`src/rtl/alu32.sv`:
```
// Integer ALU: combinational result for eight opcodes, with zero/negative/
// carry/overflow status captured in a register on every clock edge.
module alu32 #(
  parameter int WIDTH = 32
) (
  input  logic             clk,
  input  logic             rst,
  input  logic [WIDTH-1:0] operand_a,
  input  logic [WIDTH-1:0] operand_b,
  input  logic [2:0]       alu_opcode,
  output logic [WIDTH-1:0] result,
  output logic             flag_zero,
  output logic             flag_negative,
  output logic             flag_carry,
  output logic             flag_overflow
);

  localparam int SHW = $clog2(WIDTH);
  localparam int MSB = WIDTH - 1;

  localparam logic [2:0] OP_ADD = 3'b000;
  localparam logic [2:0] OP_SUB = 3'b001;
  localparam logic [2:0] OP_AND = 3'b010;
  localparam logic [2:0] OP_OR  = 3'b011;
  localparam logic [2:0] OP_XOR = 3'b100;
  localparam logic [2:0] OP_SLT = 3'b101;
  localparam logic [2:0] OP_SLL = 3'b110;
  localparam logic [2:0] OP_SRL = 3'b111;

  logic             is_add;
  logic             is_sub;
  logic             use_sub_path;
  logic [WIDTH-1:0] b_eff;
  logic [WIDTH:0]   sum_ext;
  logic [WIDTH-1:0] sum;
  logic             carry_out;
  logic             ovf_raw;
  logic             signed_less;
  logic [SHW-1:0]   shamt;
  logic [WIDTH-1:0] sll_val;
  logic [WIDTH-1:0] srl_val;
  logic             zero_next;
  logic             negative_next;
  logic             carry_next;
  logic             overflow_next;

  assign is_add       = (alu_opcode == OP_ADD);
  assign is_sub       = (alu_opcode == OP_SUB);
  // SLT reuses the subtractor: less-than is the true sign of a-b
  assign use_sub_path = is_sub || (alu_opcode == OP_SLT);

  // Shared adder: a + b, or a + ~b + 1 for subtraction and compare
  assign b_eff     = use_sub_path ? ~operand_b : operand_b;
  assign sum_ext   = {1'b0, operand_a} + {1'b0, b_eff} + {{WIDTH{1'b0}}, use_sub_path};
  assign sum       = sum_ext[WIDTH-1:0];
  assign carry_out = sum_ext[WIDTH];

  assign ovf_raw     = (operand_a[MSB] == b_eff[MSB]) && (sum[MSB] != operand_a[MSB]);
  assign signed_less = sum[MSB] ^ ovf_raw;

  // Upper bits of operand_b beyond the shift field are intentionally ignored
  assign shamt = operand_b[SHW-1:0];

  always_comb begin
    sll_val = operand_a;
    for (int i = 0; i < SHW; i++) begin
      if (shamt[i]) begin
        sll_val = sll_val << (1 << i);
      end
    end
  end

  always_comb begin
    srl_val = operand_a;
    for (int i = 0; i < SHW; i++) begin
      if (shamt[i]) begin
        srl_val = srl_val >> (1 << i);
      end
    end
  end

  always_comb begin
    result = '0;
    case (alu_opcode)
      OP_ADD:  result = sum;
      OP_SUB:  result = sum;
      OP_AND:  result = operand_a & operand_b;
      OP_OR:   result = operand_a | operand_b;
      OP_XOR:  result = operand_a ^ operand_b;
      OP_SLT:  result = {{(WIDTH-1){1'b0}}, signed_less};
      OP_SLL:  result = sll_val;
      OP_SRL:  result = srl_val;
      default: result = '0;
    endcase
  end

  // Carry on SUB is the inverted borrow, i.e. the raw adder carry-out
  always_comb begin
    zero_next     = (result == '0);
    negative_next = result[MSB];
    carry_next    = 1'b0;
    overflow_next = 1'b0;
    if (is_add || is_sub) begin
      carry_next    = carry_out;
      overflow_next = ovf_raw;
    end
  end

  always_ff @(posedge clk or posedge rst) begin
    if (rst) begin
      flag_zero     <= 1'b0;
      flag_negative <= 1'b0;
      flag_carry    <= 1'b0;
      flag_overflow <= 1'b0;
    end else begin
      flag_zero     <= zero_next;
      flag_negative <= negative_next;
      flag_carry    <= carry_next;
      flag_overflow <= overflow_next;
    end
  end

endmodule

```
`config.mk`:
```
export PLATFORM = sky130hd
export DESIGN_NAME = alu32
export DESIGN_NICKNAME = d
export VERILOG_FILES = /design/src/rtl/alu32.sv
export SDC_FILE = /design/constraint.sdc
export NUM_CORES = 1
export LEC_CHECK = 0
export ABC_AREA = 0
export ABC_CLOCK_PERIOD_IN_PS = 6600
export BUFFER_PORTS_ARGS = -buffer_cell sky130_fd_sc_hd__buf_2
export CAP_MARGIN = 20
export CELL_PAD_IN_SITES_DETAIL_PLACEMENT = 1
export CELL_PAD_IN_SITES_GLOBAL_PLACEMENT = 1
export CORE_ASPECT_RATIO = 0.5
export CORE_UTILIZATION = 45
export DETAILED_ROUTE_END_ITERATION = 16
export PLACE_DENSITY_LB_ADDON = 0.08
export SLEW_MARGIN = 0
export SYNTH_ARGS = -nofsm -noshare
export SYNTH_HDL_FRONTEND = slang
export SYNTH_SLANG_ARGS = --single-unit
```
`constraint.sdc`:
```
create_clock -name clk -period 6.6 [get_ports clk]
set_clock_uncertainty 0.15 [all_clocks]
set_input_delay 0.99 -clock clk [delete_from_list [all_inputs] [get_ports clk]]
set_output_delay 0.99 -clock clk [all_outputs]
set_load 0.03 [all_outputs]
```
Yosys cells after proc, flatten, opt, wreduce, memory -nomap -nowiden
Index checks and enable logic that the tools add are counted.
{"block": "op_classes", "mux": 14, "n_bitwise": 5, "n_reduce_logical": 6, "n_eq_ne": 9, "addsub": 2}
{"operator": "$mux 32", "n": 11}
{"operator": "$pmux 32 s7", "n": 1}
{"operator": "$add 32x32->33", "n": 1}
{"operator": "$add 33x1->33", "n": 1}
{"operator": "$and 32x32->32", "n": 1}
{"operator": "$logic_not 32->1", "n": 1}
{"operator": "$not 32->32", "n": 1}
{"operator": "$or 32x32->32", "n": 1}
{"operator": "$xor 32x32->32", "n": 1}
{"operator": "$eq 3x3->1 const B", "n": 4}
{"operator": "$eq 3x2->1 const B", "n": 2}
{"operator": "$eq 3x1->1 const B", "n": 1}
{"operator": "$logic_not 3->1", "n": 1}
{"operator": "$logic_or 1x1->1", "n": 2}
{"operator": "$mux 1", "n": 2}
{"operator": "$reduce_or 2->1", "n": 1}
{"operator": "$eq 1x1->1", "n": 1}
{"operator": "$logic_and 1x1->1", "n": 1}
{"operator": "$ne 1x1->1", "n": 1}
{"operator": "$xor 1x1->1", "n": 1}
{"block": "word_totals", "input_bits": 69, "out_inout_bits": 36, "register_bits": 4, "word_cells": 40}

Depth between registers and ports, before layout
{"block": "logic_depth", "word_depth": 10, "ltp_mapped": 20, "depth_no_buf": 14}

Worst setup path before layout
Ideal clock, no wire load.
{"block": "synth_path", "kind": "input to output", "startpoint": "input alu_opcode[0]", "endpoint": "output result[30]", "cell_stages": 18, "path_slack_ns": -0.210, "t_required_ns": 5.460, "path_buffers": 7, "arrival_ns": 5.670, "path_cell_list": "buf_2 > clkbuf_1 > clkbuf_1 > buf_1 > nand2b_1 > clkbuf_1 > buf_1 > xnor2_1 > ha_1 > clkbuf_1 > nand2_1 > o211ai_1 > a2bb2oi_1 > a31oi_1 > a211o_1 > a31oi_1 > a21oi_1 > o41ai_1"}
{"block": "synth_via", "elab_chain_cells": 6, "elab_cells_between_ends": 14, "cone_classes": "2 x add/sub; 7 x eq/ne; 2 x mux; 3 x reduce/logical"}
{"item": "start, declared", "line_no": "10", "source": "input logic [2:0] alu_opcode,"}
{"item": "$eq 3x1->1 or $eq 3x3->1 (tied branches)", "line_no": "48, 84, 50"}
{"item": "$logic_or 1x1->1", "line_no": "50", "source": "assign use_sub_path = is_sub || (alu_opcode == OP_SLT);"}
{"item": "$mux 32", "line_no": "53", "source": "assign b_eff = use_sub_path ? ~operand_b : operand_b;"}
{"item": "$add 32x32->33", "line_no": "54", "source": "assign sum_ext = {1'b0, operand_a} + {1'b0, b_eff} + {{WIDTH{1'b0}}, use_sub_path};"}
{"item": "$add 33x1->33", "line_no": "54"}
{"item": "$pmux 32 s7 *", "line_no": "84", "source": "case (alu_opcode)"}
{"item": "end, declared", "line_no": "11", "source": "output logic [WIDTH-1:0] result,"}
Every way passes the cells marked *; elsewhere a longest branch is shown, timed or not.

Final worst setup path
Ends and elaborated chain as after synthesis.

==> results by stage <==
Status:
- The run finished with clean final reports.

STA:
- Setup repair after global routing left no endpoint under its margin.
- Setup violations remaining at the end of the flow were counted as 0.
- The number of hold violations in the final report came to 0.
- The worst-case headroom to the max-slew limit is 0.375.
- Derived from the worst setup path, the maximum achievable clock frequency is 161 MHz.
- The count of pins over their slew limit is 0.
- Of the available clock period, the critical path in the final layout requires 0.939.
- The setup TNS is 0 ps.
- The clock period could shrink to 6200 ps.
- For the pin with the worst max-slew slack, the measured transition is 930 ps.

Clock tree:
- The number of setup buffers added after CTS is 0.
- The clock passes through at most 2 buffers.
- The total clock buffers created by CTS is 3.
- The quantity of hold-fixing buffers added after cts is 0.
- In this run, post-CTS repair resized a total of 0 instances.
- The CTS tree is yes.
- CTS placed an instance of sky130_fd_sc_hd__clkbuf_16 at the clock tree root.
- CTS built an H-tree with a depth of 1.
- The clock slew at the register clock pins of the worst setup and hold paths is 30 ps.
- The number of clock sinks seen by CTS is 4.

Global route:
- Summed over all layers, the global routing overflow is 0.
- The number of global-route vias before repair came to 10,366.
- The first-pass GRT wire length is 67,900 um.
- The total global-route track usage is 0.470.
- The initial antenna violation count is 1.
- The pin count of the biggest net entering global routing is 81.

Power:
- The maximum VDD drop is 0.0603 mV.
- The power density over the cells is 129 mW/mm2.
- For this design the static power due to leakage is 4.02 nW.
- The design draws 1.19 mW.

Cells and area:
- The post-route cell area is 0.00926 mm2.
- The total of fill cells in the finished design is 2,376.
- The sequential standard cell area is 100 um2.
- The area growth from synthesis to layout is 9.38%.
- In the final design database the tool counted 1,381 nets.
- The multi-input combinational cell area is 0.00769 mm2.
- The fraction of final layout cells with drive strength greater than 1 is 0.185.

Routing:
- In the final routing, the length of wire on met1 measures 19,100 um.
- The remaining antenna violation count is 0.
- The met2 wire length is 18,300 um.
- Summed over all nets, wire length on met3 after detailed routing comes to 7260 um.
- The post-detailed-route via-to-cell ratio is 7.34.
- In this run the top signal layer used is met4.
- For this block, the routed nets add up to 46,100 um of wire.
- After detailed routing, the number of remaining DRC violations is 0.
- The first detailed-routing pass took 6 iterations.
- The first routing iteration left 1,522 violations.
- The vias after detailed routing is 10,665.
- The per-cell routed wire length is 31.7 um.

Setup path:
- The required time reported for the critical path endpoint is 5460 ps.
- At the worst endpoint, the arrival time is 5060 ps.
- The worst setup path is captured at an output pin.
- The category of the most critical setup path is input port to output pin.
- In this run the worst path has a maximum fanout of 16.
- STA classifies the critical path startpoint as an input port.

Floorplanning:
- In this run the count of I/O pins placed on the die edge is 105.
- The area of the die is 0.0194 mm2.
- The vertical die dimension is 99 um.
- The die is 196 um wide.
- The area inside the core boundary is 0.0184 mm2.
- The number of core rows is 35.
- The effective utilization at floorplan is 0.460.

Synthesis:
- Sorting the synthesized cells by how often they occur yields sky130_fd_sc_hd__nand2_1 (100), sky130_fd_sc_hd__nor2_1 (99), sky130_fd_sc_hd__ha_1 (97).
- sky130_fd_sc_hd__ha_1 takes more of the synthesized area than any other cell.
- The distinct cell type count after synthesis is 88.
- The share of synthesized flip-flops with an asynchronous set or reset is 1.00.
- The number of storage elements in the synthesis netlist is 4.
- The number of enable-type register cells in the synthesized netlist is 0.
- The synthesized net count is 1,326.
- The sequential fraction of the synthesis area is 0.0118.
- The average instance area after synthesis is 7.31 um2.
- The cell count after synthesis is 1,159.
- The cell area after technology mapping is 0.00847 mm2.
- The most common cell in the synthesized netlist is sky130_fd_sc_hd__nand2_1.
- The area share of the largest cell type after synthesis is 0.143.
- The dominant synthesized flop cell is sky130_fd_sc_hd__dfrtp_1.
- The Yosys step of the flow raised 0 warnings.
- By area the synthesized netlist is led by sky130_fd_sc_hd__ha_1 (14%), sky130_fd_sc_hd__mux4_2 (12%), sky130_fd_sc_hd__mux2i_1 (5.9%).

Run:
- Across the run, the number of max-cap violations was 0.

Placed design:
- Summing all placed instances gives a cell area of 0.00919 mm2.
- The congestion estimate from routability-driven global placement came to 1.08.
- The half-perimeter wire length of the detailed placement result is 35,800 um.
- The count of buffers inserted at the top-level ports is 104.

Min path:
- The worst hold-check path type is input port to async pin.
==> flip-flops by register name (all words and copies together), names as in the netlist <==
register and cells:
flag_overflow 1, flag_zero 1, flag_negative 1, flag_carry 1
==> kinds of logic (layout without fill, tap and decap cells) <==
| family | count (synthesis) | in the layout | share of synthesized area |
|---|---|---|---|
| flip-flops | 4 | 4 | 0.0118 |
| buffers and inverters | 171 | 224 | 0.0844 |
| AND/OR/NAND/NOR | 380 | 380 | 0.221 |
| AO/OA/AOI/OAI | 344 | 344 | 0.280 |
| multiplexers | 119 | 119 | 0.212 |
| adder cells (fa/ha/maj) | 98 | 98 | 0.146 |
| other | 0 | 1 | 0 |
| XOR/XNOR | 43 | 43 | 0.0445 |
==> power by group <==
part / internal [mW] / switching (mW)
combinational: 0.354 / 0.716
clock: 0.0775 / 0.0174
sequential: 0.0265 / 0.000538
==> cell type report <==
cell class                 count  share of cell area
inverter                      84              0.0340
sequential                     4              0.0108
antenna                        1            0.000270
timing repair buffer         137              0.0846
multi-input combinational    984               0.830
clock buffer                   3             0.00810
tap                          240              0.0324
==> routing by layer <==
layer / vias up / track usage
li1: 4498 / -
met1: 5215 / 0.641
met2: 818 / 0.674
met3: 134 / 0.189
met4: 0 / 0.138
met5: - / 0
==> worst paths after layout <==
| kind | startpoint | end | slack (ps) | cells after the start |
|---|---|---|---|---|
| worst max-delay path | alu_opcode[0] | result[30] | 400 | 14 |
| worst min-delay path | rst | flag_negative$_DFF_PP0_ | 490 | 2 |
| min in group clk | operand_a[31] | flag_overflow$_DFF_PP0_ | 1100 | 3 |
| max in group asynchronous | rst | flag_carry$_DFF_PP0_ | 5650 | 2 |
==> worst max-delay path: stages <==
cell and delay [ps]:
sky130_fd_sc_hd__buf_2 250, sky130_fd_sc_hd__nand2b_2 400, sky130_fd_sc_hd__xnor2_1 380, sky130_fd_sc_hd__inv_1 100, sky130_fd_sc_hd__fa_1 420, sky130_fd_sc_hd__nor2b_1 170, sky130_fd_sc_hd__o211ai_1 230, sky130_fd_sc_hd__a211oi_1 460
sky130_fd_sc_hd__o31ai_1 200, sky130_fd_sc_hd__a211o_1 410, sky130_fd_sc_hd__a31oi_1 280, sky130_fd_sc_hd__a21oi_1 160, sky130_fd_sc_hd__o41ai_2 320, sky130_fd_sc_hd__buf_2 270
==> through the flow <==
stage          setup WS, ps  hold slack, ps  utilization  std cells
6_report                405             494        0.504       1453
5_1_grt                 223             509        0.503       1452
4_1_cts                 494             496        0.503       1452
3_5_place_dp            505             725        0.499       1449
3_3_place_gp            680             717        0.499       1449
2_1_floorplan           204             606            -       1159
==> cell usage in the layout, fill, tap and decap left out, drive strengths merged, types with 7 or more instances in the layout <==
cell	Yosys	layout
a22oi	11	11
mux2	24	24
a221oi	9	9
nand2	100	100
buf	38	137
nor2	99	99
nor2b	10	10
a311oi	7	7
o21ai	64	64
ha	97	97
or3	12	12
o211ai	21	21
a211o	10	10
nand4	14	14
inv	84	84
a21o	13	13
or2	7	7
and2	15	15
a31oi	9	9
mux4	45	45
a21oi	75	75
xnor2	39	39
mux2i	50	50
nand3	28	28
o22ai	15	15
nor4	9	9
nand2b	19	19
o221ai	9	9
a21boi	7	7
nor3	33	33
o31ai	7	7
a211oi	22	22
Power figures use the tool's default switching activity.
